==> src/rtl/wb_sample_fifo_pkg.sv <==
// Shared constants for the Wishbone sample FIFO: register offsets, STATUS/CTRL bit
// positions and the bus FSM state encodings.
package wb_sample_fifo_pkg;

  // Register offsets, decoded from adr[3:2]
  localparam logic [1:0] RegData   = 2'd0;
  localparam logic [1:0] RegStatus = 2'd1;
  localparam logic [1:0] RegCtrl   = 2'd2;
  localparam logic [1:0] RegThresh = 2'd3;

  // STATUS bit positions (count occupies the low bits)
  localparam int unsigned StatEmptyBit = 16;
  localparam int unsigned StatFullBit  = 17;
  localparam int unsigned StatOvfBit   = 18;
  localparam int unsigned StatUnfBit   = 19;
  localparam int unsigned StatIrqBit   = 20;

  // CTRL bit positions
  localparam int unsigned CtrlFlushBit = 0;
  localparam int unsigned CtrlIrqEnBit = 1;

  // Bus FSM states
  localparam logic StIdle = 1'b0;
  localparam logic StResp = 1'b1;

endpackage

==> src/rtl/sync_fifo.sv <==
// Single-clock FIFO with dual pointers, occupancy count and a flush that overrides
// any same-cycle push/pop. Head entry is read combinationally.
module sync_fifo #(
  parameter int unsigned dw    = 32,
  parameter int unsigned DEPTH = 16
) (
  input  logic                     clk,
  input  logic                     rst,
  input  logic                     push,
  input  logic                     pop,
  input  logic                     flush,
  input  logic [dw-1:0]            wdata,
  output logic [dw-1:0]            rdata,
  output logic [$clog2(DEPTH):0]   count,
  output logic                     full,
  output logic                     empty
);

  localparam int unsigned AW = $clog2(DEPTH);

  logic [dw-1:0] mem [DEPTH];
  logic [AW-1:0] wr_ptr_q, rd_ptr_q;
  logic [AW:0]   count_q;
  logic          do_push, do_pop;

  always_comb begin
    full    = (count_q == (AW+1)'(DEPTH));
    empty   = (count_q == '0);
    do_push = push & ~full;
    do_pop  = pop & ~empty;
    rdata   = mem[rd_ptr_q];
    count   = count_q;
  end

  always_ff @(posedge clk) begin
    if (do_push) begin
      mem[wr_ptr_q] <= wdata;
    end
  end

  // Pointers wrap naturally since DEPTH is a power of two
  always_ff @(posedge clk) begin
    if (rst || flush) begin
      wr_ptr_q <= '0;
      rd_ptr_q <= '0;
      count_q  <= '0;
    end else begin
      if (do_push) wr_ptr_q <= wr_ptr_q + AW'(1);
      if (do_pop)  rd_ptr_q <= rd_ptr_q + AW'(1);
      if (do_push && !do_pop) begin
        count_q <= count_q + (AW+1)'(1);
      end else if (do_pop && !do_push) begin
        count_q <= count_q - (AW+1)'(1);
      end
    end
  end

endmodule

==> src/rtl/wb_sample_fifo.sv <==
// Wishbone B3 slave exposing a sample FIFO (DATA push/pop), STATUS, CTRL and a
// level-threshold interrupt. Every request is answered after one cycle with ack or err.
module wb_sample_fifo
  import wb_sample_fifo_pkg::*;
#(
  parameter int unsigned dw    = 32,
  parameter int unsigned aw    = 32,
  parameter int unsigned DEPTH = 16
) (
  input  logic          wb_clk,
  input  logic          wb_rst,
  input  logic [aw-1:0] wb_s_adr_i,
  input  logic [dw-1:0] wb_s_dat_i,
  input  logic [3:0]    wb_s_sel_i,
  input  logic          wb_s_we_i,
  input  logic          wb_s_cyc_i,
  input  logic          wb_s_stb_i,
  input  logic [2:0]    wb_s_cti_i,
  input  logic [1:0]    wb_s_bte_i,
  output logic [dw-1:0] wb_s_dat_o,
  output logic          wb_s_ack_o,
  output logic          wb_s_err_o,
  output logic          wb_s_rty_o,
  output logic          irq
);

  localparam int unsigned CW = $clog2(DEPTH) + 1;

  logic          state_q;
  logic          ack_q, err_q, irq_q;
  logic [dw-1:0] dat_q;
  logic          irq_en_q, ovf_q, unf_q;
  logic [15:0]   thresh_q;

  logic          req, bus_err;
  logic [1:0]    reg_sel;
  logic          push, pop, flush;
  logic [dw-1:0] head, rd_data, status;
  logic [CW-1:0] count;
  logic          full, empty;
  logic          unused_ok;

  // Bursts are treated as classic cycles, so cti/bte and the upper address are ignored
  assign unused_ok = ^{wb_s_adr_i[aw-1:4], wb_s_adr_i[1:0], wb_s_cti_i, wb_s_bte_i,
                       wb_s_sel_i[3:2]};

  always_comb begin
    req     = (state_q == StIdle) & wb_s_cyc_i & wb_s_stb_i;
    reg_sel = wb_s_adr_i[3:2];
    bus_err = (reg_sel == RegData) & (wb_s_we_i ? full : empty);
    push    = req & wb_s_we_i & (reg_sel == RegData) & ~full;
    pop     = req & ~wb_s_we_i & (reg_sel == RegData) & ~empty;
    flush   = req & wb_s_we_i & (reg_sel == RegCtrl) & wb_s_sel_i[0] &
              wb_s_dat_i[CtrlFlushBit];

    status                = '0;
    status[CW-1:0]        = count;
    status[StatEmptyBit]  = empty;
    status[StatFullBit]   = full;
    status[StatOvfBit]    = ovf_q;
    status[StatUnfBit]    = unf_q;
    status[StatIrqBit]    = irq_q;

    rd_data = '0;
    unique case (reg_sel)
      RegData:   rd_data = empty ? '0 : head;
      RegStatus: rd_data = status;
      RegCtrl:   rd_data[CtrlIrqEnBit] = irq_en_q;
      RegThresh: rd_data[15:0] = thresh_q;
    endcase
  end

  sync_fifo #(
    .dw    (dw),
    .DEPTH (DEPTH)
  ) u_fifo (
    .clk   (wb_clk),
    .rst   (wb_rst),
    .push  (push),
    .pop   (pop),
    .flush (flush),
    .wdata (wb_s_dat_i),
    .rdata (head),
    .count (count),
    .full  (full),
    .empty (empty)
  );

  always_ff @(posedge wb_clk) begin
    if (wb_rst) begin
      state_q  <= StIdle;
      ack_q    <= 1'b0;
      err_q    <= 1'b0;
      dat_q    <= '0;
      irq_q    <= 1'b0;
      irq_en_q <= 1'b0;
      ovf_q    <= 1'b0;
      unf_q    <= 1'b0;
      thresh_q <= '0;
    end else begin
      // count is already post-update here, so irq follows it by one cycle
      irq_q <= irq_en_q & (thresh_q != '0) & (16'(count) >= thresh_q);
      case (state_q)
        StIdle: begin
          if (req) begin
            state_q <= StResp;
            ack_q   <= ~bus_err;
            err_q   <= bus_err;
            dat_q   <= wb_s_we_i ? '0 : rd_data;
            if (wb_s_we_i) begin
              unique case (reg_sel)
                RegData: if (full) ovf_q <= 1'b1;
                RegStatus: begin
                  if (wb_s_dat_i[StatOvfBit]) ovf_q <= 1'b0;
                  if (wb_s_dat_i[StatUnfBit]) unf_q <= 1'b0;
                end
                RegCtrl: begin
                  if (wb_s_sel_i[0]) begin
                    irq_en_q <= wb_s_dat_i[CtrlIrqEnBit];
                    if (wb_s_dat_i[CtrlFlushBit]) begin
                      ovf_q <= 1'b0;
                      unf_q <= 1'b0;
                    end
                  end
                end
                RegThresh: begin
                  if (wb_s_sel_i[0]) thresh_q[7:0]  <= wb_s_dat_i[7:0];
                  if (wb_s_sel_i[1]) thresh_q[15:8] <= wb_s_dat_i[15:8];
                end
              endcase
            end else if (reg_sel == RegData && empty) begin
              unf_q <= 1'b1;
            end
          end
        end
        default: begin
          state_q <= StIdle;
          ack_q   <= 1'b0;
          err_q   <= 1'b0;
        end
      endcase
    end
  end

  assign wb_s_dat_o = dat_q;
  assign wb_s_ack_o = ack_q;
  assign wb_s_err_o = err_q;
  assign wb_s_rty_o = 1'b0;
  assign irq        = irq_q;

endmodule
==> config.mk <==
export PLATFORM = sky130hd
export DESIGN_NAME = wb_sample_fifo
export DESIGN_NICKNAME = d
export VERILOG_FILES = /design/src/rtl/wb_sample_fifo_pkg.sv /design/src/rtl/sync_fifo.sv /design/src/rtl/wb_sample_fifo.sv
export SDC_FILE = /design/constraint.sdc
export NUM_CORES = 1
export LEC_CHECK = 0
export CAP_MARGIN = 20
export CELL_PAD_IN_SITES_DETAIL_PLACEMENT = 0
export CELL_PAD_IN_SITES_GLOBAL_PLACEMENT = 1
export CORE_AREA = 2 2 168 252
export DETAILED_ROUTE_END_ITERATION = 7
export DIE_AREA = 0 0 170 254
export PLACE_DENSITY_LB_ADDON = 0.1
export SETUP_SLACK_MARGIN = 0.1
export SLEW_MARGIN = 20
export SYNTH_ARGS = -nofsm -noshare
export SYNTH_HDL_FRONTEND = slang
export SYNTH_HIERARCHICAL = 1
export SYNTH_SLANG_ARGS = --single-unit
==> constraint.sdc <==
create_clock -name wb_clk -period 7 [get_ports wb_clk]
set_clock_uncertainty 0.15 [all_clocks]
set_input_delay 0.7 -clock wb_clk [delete_from_list [all_inputs] [get_ports wb_clk]]
set_output_delay 0.7 -clock wb_clk [all_outputs]
set_load 0.02 [all_outputs]
==> results.yml, run 1 <==
global_route:
  grt_pass1_wl_um: 72800
  grt_overflow: 0
  antenna_found_initial: 1
  grt_max_degree: 86
  grt_usage_pct: 23.5
  grt_pass1_vias: 11472
cells_and_area:
  num_antenna_cells: 0
  drive_gt1_share_pct: 22.0
  multiInputGateArea_um2: 5560
  fillers: 2862
  syn2layout_area_growth_pct: 13.9
  final_core_util_pct: 62.9
  seqCellArea_um2: 16800
  stdcell_area_um2: 25800
  fin_nets: 1352
pwr:
  power_density_nw_per_um2: 262
  leakage_nw: 8.12
  seqPwrFrac_pct: 56.0
  clockPowerShare_pct: 42.1
  swShare_pct: 19.1
  p_sw_mw: 1.29
  power_frac_comb_pct: 1.8
  cell_internal_pwr_mw: 5.47
  ir_worst_vdd_uv: 199
floorplanning:
  die_w_um: 170
  dieArea_um2: 43200
  initial_core_util_pct: 55.2
  core_area_um2: 41000
  rows: 91
  die_h_um: 254
  ioPinCount: 114
setup_path:
  crit_arrival_ns: 4.22
  cp_max_fo: 18
  timing.reg2reg.setup_slack_ns: 2.87
  critical-path-slowest-cell: "nor2_4"
  cp.required_ns: 7.09
  start_kind: "flip-flop"
  critPathMaxStageDelay_ns: 0.73
  cp_common_cell: "nor2b_1"
  critical_path_class: "flip-flop to flip-flop"
  cp-end-kind: "flip-flop"
  crit_path_cell_trace: "or4_1 > nor2_1 > nor2b_1 > nor2b_1 > o21a_1 > nand2_1 > nor2_4 > buf_4"
clocking:
  cts_resized: 0
  cts_buffer_depth: 3
  ctsHtreeMaxLevel: 2
  insertion_delay_ns: 0.57
  clock-root-buffer: "clkbuf_16"
  hold_buffers: 0
  post-cts-setup-buffer-count: 0
  path_clk_slew_ns: 0.06
  cts.sinks: 584
  cts_made_buffers: 53
  tritoncts: "yes"
timing:
  grt_setup_unrepaired: "no"
  setup_viol: 0
  setup_tns_ns: 0
  period_share_pct: 59.0
  max_slew_margin_pct: 30.7
  slew_viol_final: 0
  fmax_mhz: 242
  report.final.hold_viol_count: 0
  min_period_ns: 4.13
  worst_slew_pin_slew_ns: 1.03
synthesis:
  synth_common_cells: "512 x edfxtp_1, 128 x mux4_2, 80 x a22oi_1"
  yosysUniqueCellTypes: 57
  synthCells: 1168
  synthArstFlopShare_pct: 0
  synth_edf_count: 512
  synth_top_area_share_pct: 68.0
  synth.area.top_cells: "edfxtp_1 68%, mux4_2 13%, dfxtp_1 6.4%, a22oi_1 2.7%, nor2_1 1.2%"
  synth_area_per_cell_um2: 19.4
  yosysWarnings: 6
  syn-num-nets: 1266
  post-synth-top-area-cell: "edfxtp_1"
  ys_seq_area_share_pct: 74.3
  yosysMostFrequentCell: "edfxtp_1"
  synth_ff_type: "edfxtp_1"
  synth_seq_cells: 584
  syn_area_um2: 22600
detailed_routing:
  first_pass_iters: 5
  wire_per_inst_um: 27.1
  drt-initial-drc-count: 1052
  num_vias: 11170
  drcViolationCount: 0
  postRouteWirelength_um: 49000
  vias_per_cell: 6.18
  ant_nets: 0
status:
  outcome: "finished clean"
placed_design:
  place_area_um2: 24000
  io_buffer_count: 75
  dp_hpwl_um: 27200
  gp_congestion: 0.808
job:
  cap_violations: 0
min_path:
  hold_class: "flip-flop to flip-flop"
==> final timing paths <==
kind / from / end / depth (start not counted)
max: u_fifo/count[1] / u_fifo/mem[5][24] / 8
min reg2reg: wb_s_dat_o[2] / wb_s_dat_o[2] / 2
min: wb_s_dat_o[2] / wb_s_dat_o[2] / 2
max reg2reg: u_fifo/count[1] / u_fifo/mem[5][24] / 8
==> critical path: cells and delay by family (launching register included) <==
family          cells  cell delay, ns
buf+inv             1            0.44
compound gates      1            0.36
simple gates        6            2.32
flops               1            0.49
==> cells by family after synthesis <==
kind of cell / after synthesis / share of synthesized area [%]
compound gates: 141 / 4.93
xor+xnor: 8 / 0.310
fa+ha+maj: 20 / 1.14
buf+inv: 84 / 1.69
flops: 584 / 74.3
mux: 150 / 13.7
other cells: 1 / 0.0166
simple gates: 180 / 3.84
==> power groups by stage <==
stage	Clock, mW	Combinational [mW]	Sequential [mW]
final	2.85	0.124	3.79
after global routing	3.05	0.137	3.79
after CTS	2.92	0.125	3.79
after detailed placement	0	0.125	3.86
after global placement	0	0.121	3.86
after floorplan	0	0.0458	3.87
==> cell type report <==
type / count / area share, %
Inverter: 14 / 0.204
Clock buffer: 69 / 5.62
Sequential cell: 584 / 65.3
Clock inverter: 28 / 1.09
Timing Repair Buffer: 101 / 3.78
Tap cell: 511 / 2.48
Multi-Input combinational cell: 500 / 21.6
==> sequential cells by signal, indices dropped and copies added (netlist names), 4 cells and up, named ones only <==
register	flops
u_fifo/mem	512
wb_s_dat_o	32
thresh_q	16
u_fifo/count	5
u_fifo/rd_ptr_q	4
u_fifo/wr_ptr_q	4
==> through the flow <==
step	std cells	setup slack [ns]	power (mW)	hold WS [ns]
5_1_grt	1807	2.70	6.98	0.335
2_1_floorplan	1168	2.35	3.91	0.301
4_1_cts	1806	2.61	6.84	0.311
3_3_place_gp	1709	2.26	3.99	0.295
6_report	1807	2.87	6.76	0.309
3_5_place_dp	1709	2.19	3.99	0.301
==> layer usage <==
metal	part of all wire, %	track usage, %	vias to the layer above	routed length (um)
met5	0	0	-	0
met4	2.2	6.08	0	1060
met3	5.8	3.16	61	2860
met2	54	42.7	363	26300
met1	38	29.8	5832	18800
li1	-	-	4914	-
==> cells in the final DEF (no fill, tap or decap), drive strengths merged, types with 14 or more instances in the layout <==
master / count
mux4: 128
edfxtp: 512
clkdlybuf4s50: 74
mux2i: 21
clkinv: 19
clkbuf: 69
a22oi: 89
buf: 27
dfxtp: 72
ha: 19
nor2: 80
nand2: 50
a22o: 14
inv: 15
No activity file was read; power rests on OpenSTA's default activity.
==> run 2, diff against run 1 <==
CORE_AREA = 2 2 183 274   (was 2 2 168 252)
DIE_AREA = 0 0 185 276   (was 0 0 170 254)
clock period = 3.7 ns   (was 7 ns; I/O delays follow)
==> run 2 against run 1 <==
Clock power is 86% higher. Die area is 18% higher. Utilization is 8.5 points lower. Sequential share of layout area is 1.6 points lower. Setup slack worse by 2.5 ns. Critical path depth is 4 higher. Final area is 2.5% higher. Maximum frequency is 25% higher. Count of clock-buffer cells in the layout is 7 higher. Non-clock buffer count is 35 higher.
==> results.yml, run 2 (same netlist as run 1, synthesis figures left out) <==
global_route:
  grt_max_degree: 47
  grt_pass1_vias: 12045
  grt_pass1_wl_um: 78000
  grt_usage_pct: 21.2
  grt_overflow: 0
  antenna_found_initial: 0
floorplanning:
  initial_core_util_pct: 46.6
  die_h_um: 276
  core_area_um2: 48600
  die_w_um: 185
  dieArea_um2: 51100
  rows: 99
  ioPinCount: 114
setup_path:
  cp.required_ns: 4.02
  critical_path_class: "flip-flop to flip-flop"
  cp_max_fo: 5
  start_kind: "flip-flop"
  cp-end-kind: "flip-flop"
  crit_arrival_ns: 3.63
timing:
  min_period_ns: 3.31
  setup_ws_ns: 0.392
  setup_tns_ns: 0
  grt_setup_unrepaired: "no"
  report.final.hold_viol_count: 0
  max_slew_margin_pct: 47.5
  worst_slew_pin_slew_ns: 0.784
  fmax_mhz: 302
  hold_slack_ns: 0.149
  setup_viol: 0
  slew_viol_final: 0
  period_share_pct: 89.4
cells_and_area:
  drive_gt1_share_pct: 23.6
  layout_common_cells: "512 x edfxtp_1, 128 x mux4_2, 80 x a22oi_1"
  syn2layout_area_growth_pct: 16.8
  fin_nets: 1389
  stdcell_area_um2: 26400
  largest_register: "u_fifo/mem"
  num_antenna_cells: 0
  largest_reg_flops: 512
  fillers: 3913
  final_common_cell: "edfxtp_1"
placed_design:
  dpl_worst_slack_ns: 0.139
  io_buffer_count: 75
  dp_hpwl_um: 31400
  gp_congestion: 0.768
  place_area_um2: 24700
detailed_routing:
  vias_per_cell: 5.65
  first_pass_iters: 5
  drcViolationCount: 0
  drt-initial-drc-count: 719
  postRouteWirelength_um: 52300
  wire_per_inst_um: 26.3
  ant_nets: 0
  num_vias: 11246
clocking:
  path_clk_slew_ns: 0.06
  cts_made_buffers: 55
  ctsHtreeMaxLevel: 2
  cts_resized: 0
  cts_buffer_depth: 3
  insertion_delay_ns: 0.58
  post-cts-setup-buffer-count: 0
  tritoncts: "yes"
  hold_buffers: 0
  clock-root-buffer: "clkbuf_16"
  cts.sinks: 584
job:
  cap_violations: 0
status:
  outcome: "finished clean"
min_path:
  hold_class: "primary input to flip-flop"
pwr:
  ir_worst_vdd_uv: 379
  design_power_total_mw: 12.7
  leakage_nw: 8.30
  power_density_nw_per_um2: 481
==> run 2: path summary, 6_finish.rpt <==
path	cells after the start	to	start	slack, ns
setup / recovery	12	u_fifo/count[3]	u_fifo/count[2]	0.39
hold / removal	3	thresh_q[12]	wb_rst	0.15
setup reg to reg	12	u_fifo/count[3]	u_fifo/count[2]	0.39
hold reg to reg	2	wb_s_dat_o[2]	wb_s_dat_o[2]	0.30
==> run 2: report_power, final <==
group | switching [mW] | internal [mW]
Sequential | 0.00617 | 7.16
Combinational | 0.173 | 0.0809
Clock | 2.34 | 2.96
Total | 2.52 | 10.2
==> run 2: critical path: stages (launching register included) <==
cell and delay [ns]:
dfxtp_1 0.36, or4_1 0.59, nor2_1 0.23, nor2b_1 0.09, and3_1 0.23, o21ai_2 0.14
ha_1 0.23, inv_1 0.11, ha_1 0.29, a21o_1 0.17, a21oi_1 0.18, nor4_1 0.06
or3_1 0.38
==> run 2: through the flow <==
stage	utilization (%)	cells
floorplan	-	1168
global placement	50.9	1890
detailed placement	50.9	1890
CTS	54.4	1990
global route	54.4	1990
finish	54.4	1990
==> run 2: layer usage <==
metal | vias to the layer above | track usage [%] | wire length [um]
met4 | 0 | 6.31 | 1440
met5 | - | 0 | 0
met2 | 240 | 38.2 | 28200
met1 | 5918 | 26.4 | 20600
li1 | 5009 | - | -
met3 | 79 | 2.77 | 1980
==> run 2: layout make-up <==
cell class	count	area (um^2)	share of cell area (%)
Sequential cell	584	16800	63.7
Multi-Input combinational cell	500	5580	21.1
Clock buffer	76	1530	5.78
Timing Repair Buffer	136	1450	5.50
Tap cell	656	821	3.11
Clock inverter	24	164	0.620
Inverter	14	52.6	0.199
==> run 3, diff against run 2 <==
CTS_CLUSTER_SIZE = 25   (was not set)
==> run 3 against run 2 <==
Power is 0.80% higher. Sequential share of layout area is 0.096 points lower. Cell count is 0.10% higher. Via count is 0.20% higher. Global-route usage hardly changed. Utilization is 0.082 points higher. Critical endpoint unchanged. Routed wire length is 0.13% higher. Register-to-register slack hardly changed. Final area is 0.15% higher. Combinational power hardly changed. Largest cell class unchanged. Largest power group unchanged.
==> results.yml, run 3 (same netlist as run 1, synthesis figures left out) <==
status:
  outcome: "finished clean"
clocking:
  cts_made_buffers: 55
  cts_resized: 0
  insertion_delay_ns: 0.59
  cts.sinks: 584
  cts_buffer_depth: 3
  ctsHtreeMaxLevel: 2
  tritoncts: "yes"
  post-cts-setup-buffer-count: 0
  hold_buffers: 0
  path_clk_slew_ns: 0.06
  clock-root-buffer: "clkbuf_16"
floorplanning:
  core_area_um2: 48600
  dieArea_um2: 51100
  ioPinCount: 114
  die_h_um: 276
  rows: 99
  initial_core_util_pct: 46.6
  die_w_um: 185
global_route:
  grtUsageMet1_pct: 26.7
  globalRoute.busiestLayer: "met2"
  grt_pass1_vias: 12074
  grt_overflow: 0
  grt_use_met3_pct: 2.63
  grt_usage_pct: 21.2
  antenna_found_initial: 0
  grt_max_degree: 47
  met2_usage_pct: 38.0
  grt_pass1_wl_um: 78100
setup_path:
  timing.reg2reg.setup_slack_ns: 0.39
  r2r_cells: 12
  cp.required_ns: 4.02
  critical_path_class: "flip-flop to flip-flop"
  start_kind: "flip-flop"
  crit_arrival_ns: 3.63
  cp-end-kind: "flip-flop"
  cp_max_fo: 5
placed_design:
  io_buffer_count: 75
  gp_congestion: 0.768
  dp_hpwl_um: 31400
timing:
  worst_slew_pin_slew_ns: 0.788
  setup_viol: 0
  period_share_pct: 89.5
  report.final.hold_viol_count: 0
  grt_setup_unrepaired: "no"
  hold_slack_ns: 0.153
  setup_tns_ns: 0
  max_slew_margin_pct: 47.3
  min_period_ns: 3.31
  fmax_mhz: 302
  slew_viol_final: 0
cells_and_area:
  largest_register: "u_fifo/mem"
  final_common_cell: "edfxtp_1"
  syn2layout_area_growth_pct: 17.0
  largest_reg_flops: 512
  num_antenna_cells: 0
  fin_nets: 1389
  drive_gt1_share_pct: 23.6
  layout_common_cells: "512 x edfxtp_1, 128 x mux4_2, 80 x a22oi_1"
job:
  cap_violations: 0
detailed_routing:
  drcViolationCount: 0
  vias_per_cell: 5.66
  drt-initial-drc-count: 749
  postRouteWirelength_um: 52300
  wire_per_inst_um: 26.3
  ant_nets: 0
  num_vias: 11269
  first_pass_iters: 6
pwr:
  power_density_nw_per_um2: 484
  ir_worst_vdd_uv: 390
  leakage_nw: 8.32
min_path:
  hold_class: "primary input to flip-flop"
  whs_path_depth: 3
## run 3: cell types whose count changed in the layout (fill, tap and decap cells not counted)
cell	previous run	this run
clkbuf_8	3	6
clkinv_1	10	3
clkinvlp_4	2	1
clkinv_4	2	0
clkbuf_16	57	58
clkbuf_1	16	25
inv_6	1	0
## run 3: cell type report
type,instances,area [um^2]
repair buffers,136,1450
well taps,656,821
clock inverters,13,104
fillers,3917,22100
multi-input cells,500,5580
inverters,14,52.6
flip-flops and latches,584,16800
clock buffers,89,1630
## run 3: final timing paths
check,start,endpoint
worst max-delay path,u_fifo/count[2],u_fifo/count[3]
worst min-delay path,wb_rst,thresh_q[11]
worst max register to register,u_fifo/count[2],u_fifo/count[3]
worst min register to register,wb_s_dat_o[2],wb_s_dat_o[2]
## run 3: per-layer routing
layer  wire length [um]  up-vias
met3               1980       80
met5                  0        -
li1                   -     5000
met2              28100      253
met1              20900     5936
met4               1430        0
## run 3: worst max-delay path, cell delays in order, from the launching register on
cell     delay [ns]
dfxtp_1        0.36
or4_1          0.59
nor2_1         0.23
nor2b_1        0.09
and3_1         0.23
o21ai_2        0.14
ha_1           0.24
inv_1          0.11
ha_1           0.29
a21o_1         0.17
a21oi_1        0.18
nor4_1         0.06
or3_1          0.38
## run 3: report_power, final
| group | switching [mW] | leakage, nW | internal (mW) |
|---|---|---|---|
| Clock | 2.32 | 0.840 | 3.07 |
| Sequential | 0.00618 | 5.18 | 7.16 |
| Combinational | 0.174 | 2.30 | 0.0809 |
| Total | 2.50 | 8.32 | 10.3 |
## run 3: through the flow
| step | cells | power [mW] | utilization [%] | worst slack (ns) | instance area [um^2] |
|---|---|---|---|---|---|
| 5_1_grt | 1992 | 13.2 | 54.5 | 0.231 | 26500 |
| 2_1_floorplan | 1168 | 7.40 | - | 0.141 | 22600 |
| 3_5_place_dp | 1890 | 7.57 | 50.9 | 0.139 | 24700 |
| 3_3_place_gp | 1890 | 7.56 | 50.9 | 0.149 | 24700 |
| 6_report | 1992 | 12.8 | 54.5 | 0.388 | 26500 |
| 4_1_cts | 1992 | 13.0 | 54.5 | 0.406 | 26500 |
